[config.mk]
export PLATFORM = sky130hd
export DESIGN_NAME = fb_writer
export DESIGN_NICKNAME = d
export VERILOG_FILES = /design/src/rtl/fb_writer.sv
export SDC_FILE = /design/constraint.sdc
export NUM_CORES = 1
export LEC_CHECK = 0
export BUFFER_PORTS_ARGS = -buffer_cell sky130_fd_sc_hd__buf_2
export CORE_MARGIN = 8
export CORE_UTILIZATION = 40
export CTS_BUF_LIST = sky130_fd_sc_hd__clkbuf_8
export DETAILED_ROUTE_END_ITERATION = 10
export GPL_ROUTABILITY_DRIVEN = 0
export PLACE_DENSITY = 0.71
export RECOVER_POWER = 25
export SYNTH_ARGS = -nofsm -noshare
export SYNTH_HDL_FRONTEND = slang
export SYNTH_SLANG_ARGS = --single-unit
[constraint.sdc]
create_clock -name clk -period 1.9 [get_ports clk]
set_clock_uncertainty 0.05 [all_clocks]
set_input_delay 0.38 -clock clk [delete_from_list [all_inputs] [get_ports clk]]
set_output_delay 0.38 -clock clk [all_outputs]
set_load 0.1 [all_outputs]
[src/rtl/fb_writer.sv]
// fb_writer: frame-buffer writer. It accepts an 8-bit pixel stream over a
// valid/ready handshake and writes one frame sequentially into the write port
// of the frame RAM, starting at BASE_ADDR. Addresses wrap modulo 2^ADDR_W.
//
// Handshake: a pixel transfers on every rising edge where in_valid and
// in_ready are both 1. in_ready depends only on the FSM state, never on
// in_valid. An asserted abort suppresses the transfer in that cycle, even
// though in_ready still reads 1.
//
// Optional feature macro: FB_VSYNC_ALIGN_EN. When it is defined, an ARM state
// and a 2-flop vsync synchronizer with falling-edge detect are compiled in, so
// that a frame starts only at the start of vertical sync. When it is not
// defined, vsync is ignored and start goes straight to WRITE.
//
// dbg_state_o exposes the FSM state for observation (IDLE=0, ARM=1, WRITE=2,
// DONE=3).
module fb_writer #(
  parameter int ADDR_W    = 16,
  parameter int FRAME_LEN = 65536,
  parameter int BASE_ADDR = 0
) (
  input  logic              clk,
  input  logic              rst,
  input  logic              start,
  input  logic              abort,
  input  logic              vsync,
  input  logic [7:0]        in_data,
  input  logic              in_valid,
  output logic              in_ready,
  output logic [ADDR_W-1:0] writeAddress,
  output logic [7:0]        writeData,
  output logic              writeEnable,
  output logic              busy,
  output logic              done,
  output logic [1:0]        dbg_state_o
);

  localparam int CNT_W = ADDR_W + 1;
  localparam logic [ADDR_W-1:0] BASE = ADDR_W'(BASE_ADDR);
  localparam logic [CNT_W-1:0]  LAST = CNT_W'(FRAME_LEN - 1);

  typedef enum logic [1:0] {
    ST_IDLE  = 2'd0,
    ST_ARM   = 2'd1,
    ST_WRITE = 2'd2,
    ST_DONE  = 2'd3
  } state_t;

  state_t            state_q;
  logic [CNT_W-1:0]  cnt_q;
  logic [CNT_W-1:0]  cnt_d;
  logic [ADDR_W-1:0] addr_q;
  logic [ADDR_W-1:0] addr_d;
  logic [7:0]        data_q;
  logic              we_q;
  logic              busy_q;
  logic              done_q;

`ifdef FB_VSYNC_ALIGN_EN
  logic vs_meta_q;
  logic vs_sync_q;
  logic vs_prev_q;
  logic vs_fall;

  // vsync is asynchronous to clk: two synchronizer flops, then one flop that
  // holds the previous synchronized value for falling-edge detection.
  always_ff @(posedge clk) begin
    if (!rst) begin
      vs_meta_q <= 1'b1;
      vs_sync_q <= 1'b1;
      vs_prev_q <= 1'b1;
    end else begin
      vs_meta_q <= vsync;
      vs_sync_q <= vs_meta_q;
      vs_prev_q <= vs_sync_q;
    end
  end

  assign vs_fall = vs_prev_q & ~vs_sync_q;
`else
  logic unused_vsync;
  assign unused_vsync = vsync;
`endif

  // Next pixel count and the write address of the pixel being accepted
  // (the address wraps naturally at 2^ADDR_W).
  always_comb begin
    cnt_d  = cnt_q + 1'b1;
    addr_d = BASE + cnt_q[ADDR_W-1:0];
  end

  // Frame FSM: every output is registered alongside the state it belongs to.
  always_ff @(posedge clk) begin
    if (!rst) begin
      state_q <= ST_IDLE;
      cnt_q   <= '0;
      addr_q  <= '0;
      data_q  <= '0;
      we_q    <= 1'b0;
      busy_q  <= 1'b0;
      done_q  <= 1'b0;
    end else begin
      we_q   <= 1'b0;
      done_q <= 1'b0;
      case (state_q)
        ST_IDLE: begin
          cnt_q <= '0;
          if (start && !abort) begin
`ifdef FB_VSYNC_ALIGN_EN
            state_q <= ST_ARM;
`else
            state_q <= ST_WRITE;
`endif
            busy_q <= 1'b1;
          end
        end
`ifdef FB_VSYNC_ALIGN_EN
        ST_ARM: begin
          if (abort) begin
            state_q <= ST_IDLE;
            busy_q  <= 1'b0;
          end else if (vs_fall) begin
            state_q <= ST_WRITE;
          end
        end
`endif
        ST_WRITE: begin
          if (abort) begin
            state_q <= ST_IDLE;
            busy_q  <= 1'b0;
          end else if (in_valid) begin
            we_q   <= 1'b1;
            data_q <= in_data;
            addr_q <= addr_d;
            cnt_q  <= cnt_d;
            if (cnt_q == LAST) begin
              // The final write and done appear together in the DONE cycle.
              state_q <= ST_DONE;
              done_q  <= 1'b1;
            end
          end
        end
        ST_DONE: begin
          state_q <= ST_IDLE;
          busy_q  <= 1'b0;
        end
        default: begin
          state_q <= ST_IDLE;
          busy_q  <= 1'b0;
        end
      endcase
    end
  end

  assign in_ready     = (state_q == ST_WRITE);
  assign writeAddress = addr_q;
  assign writeData    = data_q;
  assign writeEnable  = we_q;
  assign busy         = busy_q;
  assign done         = done_q;
  assign dbg_state_o  = state_q;

endmodule
* Word level (Yosys, flattened, before mapping) *
Cells that the tools add are included.
Widths: inputs -> output; s select.

word-level totals
  flip-flop bits (word level) = 46
  input bits = 14
  logic and storage cells = 43
  output and inout port bits = 30

cells by class
  equal/unequal tests = 8
  muxes and demuxes = 13
  reduce and logical (&&, ||, !) cells = 10
  add/subtract/negate cells = 1
  bitwise operators = 4

operators by type and width
  kind                   number
  $mux 17                2
  $pmux 17 s2            1
  $add 17x1->17 const B  1
  $eq 17x16->1 const B   1
  $reduce_and 3->1       3
  $mux 2                 4
  $ne 2x2->1 const B     4
  $mux 1                 4
  $not 1->1              4
  $pmux 2 s2             1
  $reduce_or 4->1        1
  $ne 3x2->1 const B     1
  $ne 3x3->1 const B     1
  $reduce_or 3->1        1
  $eq 2x2->1 const B     1
  $logic_not 2->1        1
  $pmux 1 s2             1
  $reduce_and 2->1       1
  $reduce_bool 2->1      1
  $logic_and 1x1->1      1
  $logic_not 1->1        1

* Logic depth before layout (Yosys ltp) *
  depth after elaboration = 5
  mapped depth = 7
  gate-level depth less buffers = 6

* Least setup slack after synthesis *
OpenSTA, ideal clock, no wires.

  path type = flip-flop to flip-flop
  start = register state_q[1] (netlist: dbg_state_o[1])
  end = register addr_q[0] (netlist: writeAddress[0])
  data required time = 1.726 ns
  buffers on the path = 2
  stages on the path, launching flop included = 7
  arrival = 3.453 ns
  setup slack = -1.727 ns
  clock period less this slack = 3.627 ns
  setup time = 0.124 ns
  cells stage by stage = dfxtp_1 > buf_2 > nor2b_1 > nand3b_1 > buf_2 > nand2_1 > a21boi_0

on the way
  cells in the longest elaborated chain, start to end = 2

RTL lines
  what                               RTL line  source
  start, declared                    49        state_t state_q;
  start signal, assigned             95        state_q <= ST_IDLE;
  start signal, assigned             112       state_q <= ST_WRITE;
  start signal, assigned             129       state_q <= ST_IDLE;
  $eq 2x2->1                         -
  via in_ready                       29        output logic in_ready,
  $reduce_and 3->1 (no source line)  -
  end signal, assigned               134       addr_q <= addr_d;
  end, declared                      52        logic [ADDR_W-1:0] addr_q;

The timed path passes the listed nets, and every way through them passes these cells.
A chain may end at the register's enable or synchronous reset.

* Worst setup path in the final report *
  start = register state_q[0] (netlist: dbg_state_o[0])
  end = output port dbg_state_o[0]

RTL lines
  what           RTL line  source
  end, declared  35        output logic [1:0] dbg_state_o

No word-level cell between the ends.

==> out/summary.txt <==
Worst path top cell family by delay -> flip-flops
Pwr per Cell Area -> 683.2 nW/um2
clock transition at the registers of the reported paths -> 0.09 ns
Distinct cells, synth -> 42
share of the synthesized area in the top cell type -> 0.4629
synthesized area -> 1989 um2
YS warnings -> 0
P&R area growth vs syn -> 22.26%
residual DRC count -> 0
area occupied by multi-input gates -> 989.7 um2
crit path capture type -> output pin
Slowest cell on crit path -> dfxtp_1
Antenna diodes -> 0
CTS Buf Count -> 5
Final Hold Fails -> 0
Yosys reg bits -> 46
ranking of synthesized cells by area -> dfxtp_1, nand2_1, a21boi_0
antenna violations before repair -> 0
max incr delay on CP -> 0.57 ns
port bufs -> 42
later-pin clock latency in the skew report -> 0.29 ns
# hold bufs at CTS -> 0
main flop type after synthesis -> dfxtp_1
share of the yosys chip area belonging to registers -> 0.4629
vias per std cell -> 4.847
drt first pass iters -> 4
synthesized netlist cell count -> 221
Startpoint Class -> flop
CTS H-tree lvls -> 2
min Tclk post-route -> 1.805 ns
root buffer cell -> clkbuf_8
core area -> 4755 um2
max-cap viol count -> 0
Post-synth EDFFs -> 0
CP required -> 1.47 ns
post-cts resize count -> 0
static leakage -> 0.9700 nW
Antenna Nets Post-Route -> 0
hpwl dp -> 3260 um
max-slew violations -> 0
register area -> 924.6 um2
Final Instance Area -> 2432 um2
Worst IR Drop VDD -> 328.9 uV
Final Total Pwr -> 1.662 mW
CTS Sinks -> 46
Vias -> 1648
initial core utilization -> 0.4184
leading area contributor after synthesis -> dfxtp_1
Worst Path Buf+Inv -> 1
WL/cell -> 12.83 um
placed insts -> 332
Die X-Extent -> 86.53 um
row count -> 25
# fillers -> 475
Hold Crit Class -> in -> reg
Crit Path Max Fanout -> 8
fin crit share -> 0.9500
Overall Global Routing Usage -> 0.1245
first-pass GRT wire length -> 7389 um
area post-placement -> 2356 um2
Max-Slew Margin vs Limit -> 0.6715
Post-CTS Setup Inserts -> 0
largest net degree at the start of global routing -> 27
critical-path cell list -> buf_2
run status -> complete, no violations
fmax -> 554.0 MHz
Die ar. -> 7487 um2
asr flop ratio synth -> 0
final std cells w/o fill -> 340
net count after synthesis -> 237
drt initial violations -> 55
Worst Path Arrival -> 1.37 ns
GRT overflow -> 0
Slew @ Worst Pin -> 0.4962 ns
share of post-route cells with drive strength above 1 -> 0.2821
CTS Buffer Depth -> 2
Die Y -> 86.53 um
Total Wirelength -> 4362 um
unrepaired setup endpoints after global routing -> false
# nets final -> 288
CP Class -> reg -> out
hold_ws -> 0.2529 ns
TritonCTS clock tree -> built
setup violators final -> 0
Avg Cell Area, Syn -> 9.002 um2
vias in the first global route -> 1622
Ports -> 44
worst reg2reg max path, cell delays in order, from the launching register on:
cell	delay, ns
dfxtp_1	0.41
nand4_2	0.22
nor4_4	0.33
and4_1	0.22
ha_1	0.12
inv_1	0.03
a32o_1	0.23
synthesized netlist by cell type (all sizes together), types with 2 or more instances:
cell / count
a211oi: 5
and3: 2
nand3: 4
nand2b: 4
nor3: 2
buf: 7
nor4: 2
nand2: 51
a31o: 3
nand4: 5
clkbuf: 6
inv: 9
nor2: 16
a32o: 2
a21oi: 4
a21boi: 24
ha: 2
a2111oi: 4
xnor2: 9
nand3b: 2
dfxtp: 46
mux2: 2
flip-flops by register name (all words and copies together), names as in the netlist:
register / flops
done: 1
cnt_q: 17
busy: 1
dbg_state_o: 2
writeAddress: 16
writeEnable: 1
writeData: 8
path summary, 6_finish.rpt:
| kind | end | slack (ns) | cells after the start | start |
|---|---|---|---|---|
| worst max-delay path | dbg_state_o[0] | 0.1 | 1 | dbg_state_o[0]$_SDFFE_PN0P_ |
| worst min-delay path | dbg_state_o[1]$_SDFFE_PN0P_ | 0.25 | 2 | abort |
| worst max register to register | cnt_q[16]$_SDFFE_PN0P_ | 0.20 | 6 | cnt_q[8]$_SDFFE_PN0P_ |
| worst min register to register | writeData[2]$_SDFFE_PN0P_ | 0.40 | 2 | writeData[2]$_SDFFE_PN0P_ |
per-stage QoR:
stage	TNS, ns	utilization	worst slack [ns]
2_1_floorplan	-3.086	-	-0.1576
3_5_place_dp	0	0.4955	0.1876
5_1_grt	0	0.5116	0.06478
4_1_cts	0	0.5132	0.01865
3_3_place_gp	0	0.4955	0.2033
6_report	0	0.5116	0.09503
power by group:
group          internal (mW)  switching [mW]  total, mW  leakage (nW)
clock                  0.250           0.319      0.569        0.0467
sequential             0.968         0.00757      0.975         0.372
combinational         0.0333          0.0842      0.118         0.552
layout make-up:
cell class | count | area share
Sequential cell | 46 | 0.3801
Inverter | 9 | 0.01389
Tap cell | 67 | 0.03447
Timing Repair Buffer | 57 | 0.1301
Clock inverter | 3 | 0.006173
Clock buffer | 5 | 0.02829
Multi-Input combinational cell | 153 | 0.4069
logic make-up (layout without fill, tap and decap cells):
kind of cell / after synthesis / after routing / synth area share
AND/OR/NAND/NOR: 93 / 93 / 0.2358
flip-flops: 46 / 46 / 0.4629
AO/OA/AOI/OAI: 47 / 47 / 0.1912
multiplexers: 2 / 2 / 0.01132
adder cells (fa/ha/maj): 2 / 2 / 0.01258
XOR/XNOR: 9 / 9 / 0.03962
buffers and inverters: 22 / 74 / 0.04654
per-layer routing:
layer	global-route usage	wire length [um]	vias to the layer above
met5	0	0	-
met4	0.06103	66	0
met1	0.1480	2088	742
met2	0.1938	1886	43
met3	0.04442	321	4
li1	-	-	859
placed cells by master (no fill, tap or decap), drive strengths merged:
cell type | synthesis | layout
a21oi | 4 | 4
dfxtp | 46 | 46
a311o | 1 | 1
a22oi | 1 | 1
nor2b | 1 | 1
xnor2 | 9 | 9
nor4 | 2 | 2
a2111oi | 4 | 4
clkinvlp | 0 | 1
nand3 | 4 | 4
nand3b | 2 | 2
clkbuf | 6 | 9
o21ai | 1 | 1
a31oi | 1 | 1
nand2 | 51 | 51
inv | 9 | 11
and3b | 1 | 1
a32o | 2 | 2
and2 | 1 | 1
ha | 2 | 2
nor2 | 16 | 16
nand2b | 4 | 4
and3 | 2 | 2
nand4 | 5 | 5
buf | 7 | 53
and4 | 1 | 1
a21boi | 24 | 24
nor3 | 2 | 2
nor3b | 1 | 1
a31o | 3 | 3
mux2 | 2 | 2
a21o | 1 | 1
a211oi | 5 | 5
Note: power is estimated with default switching activity, not from simulation.
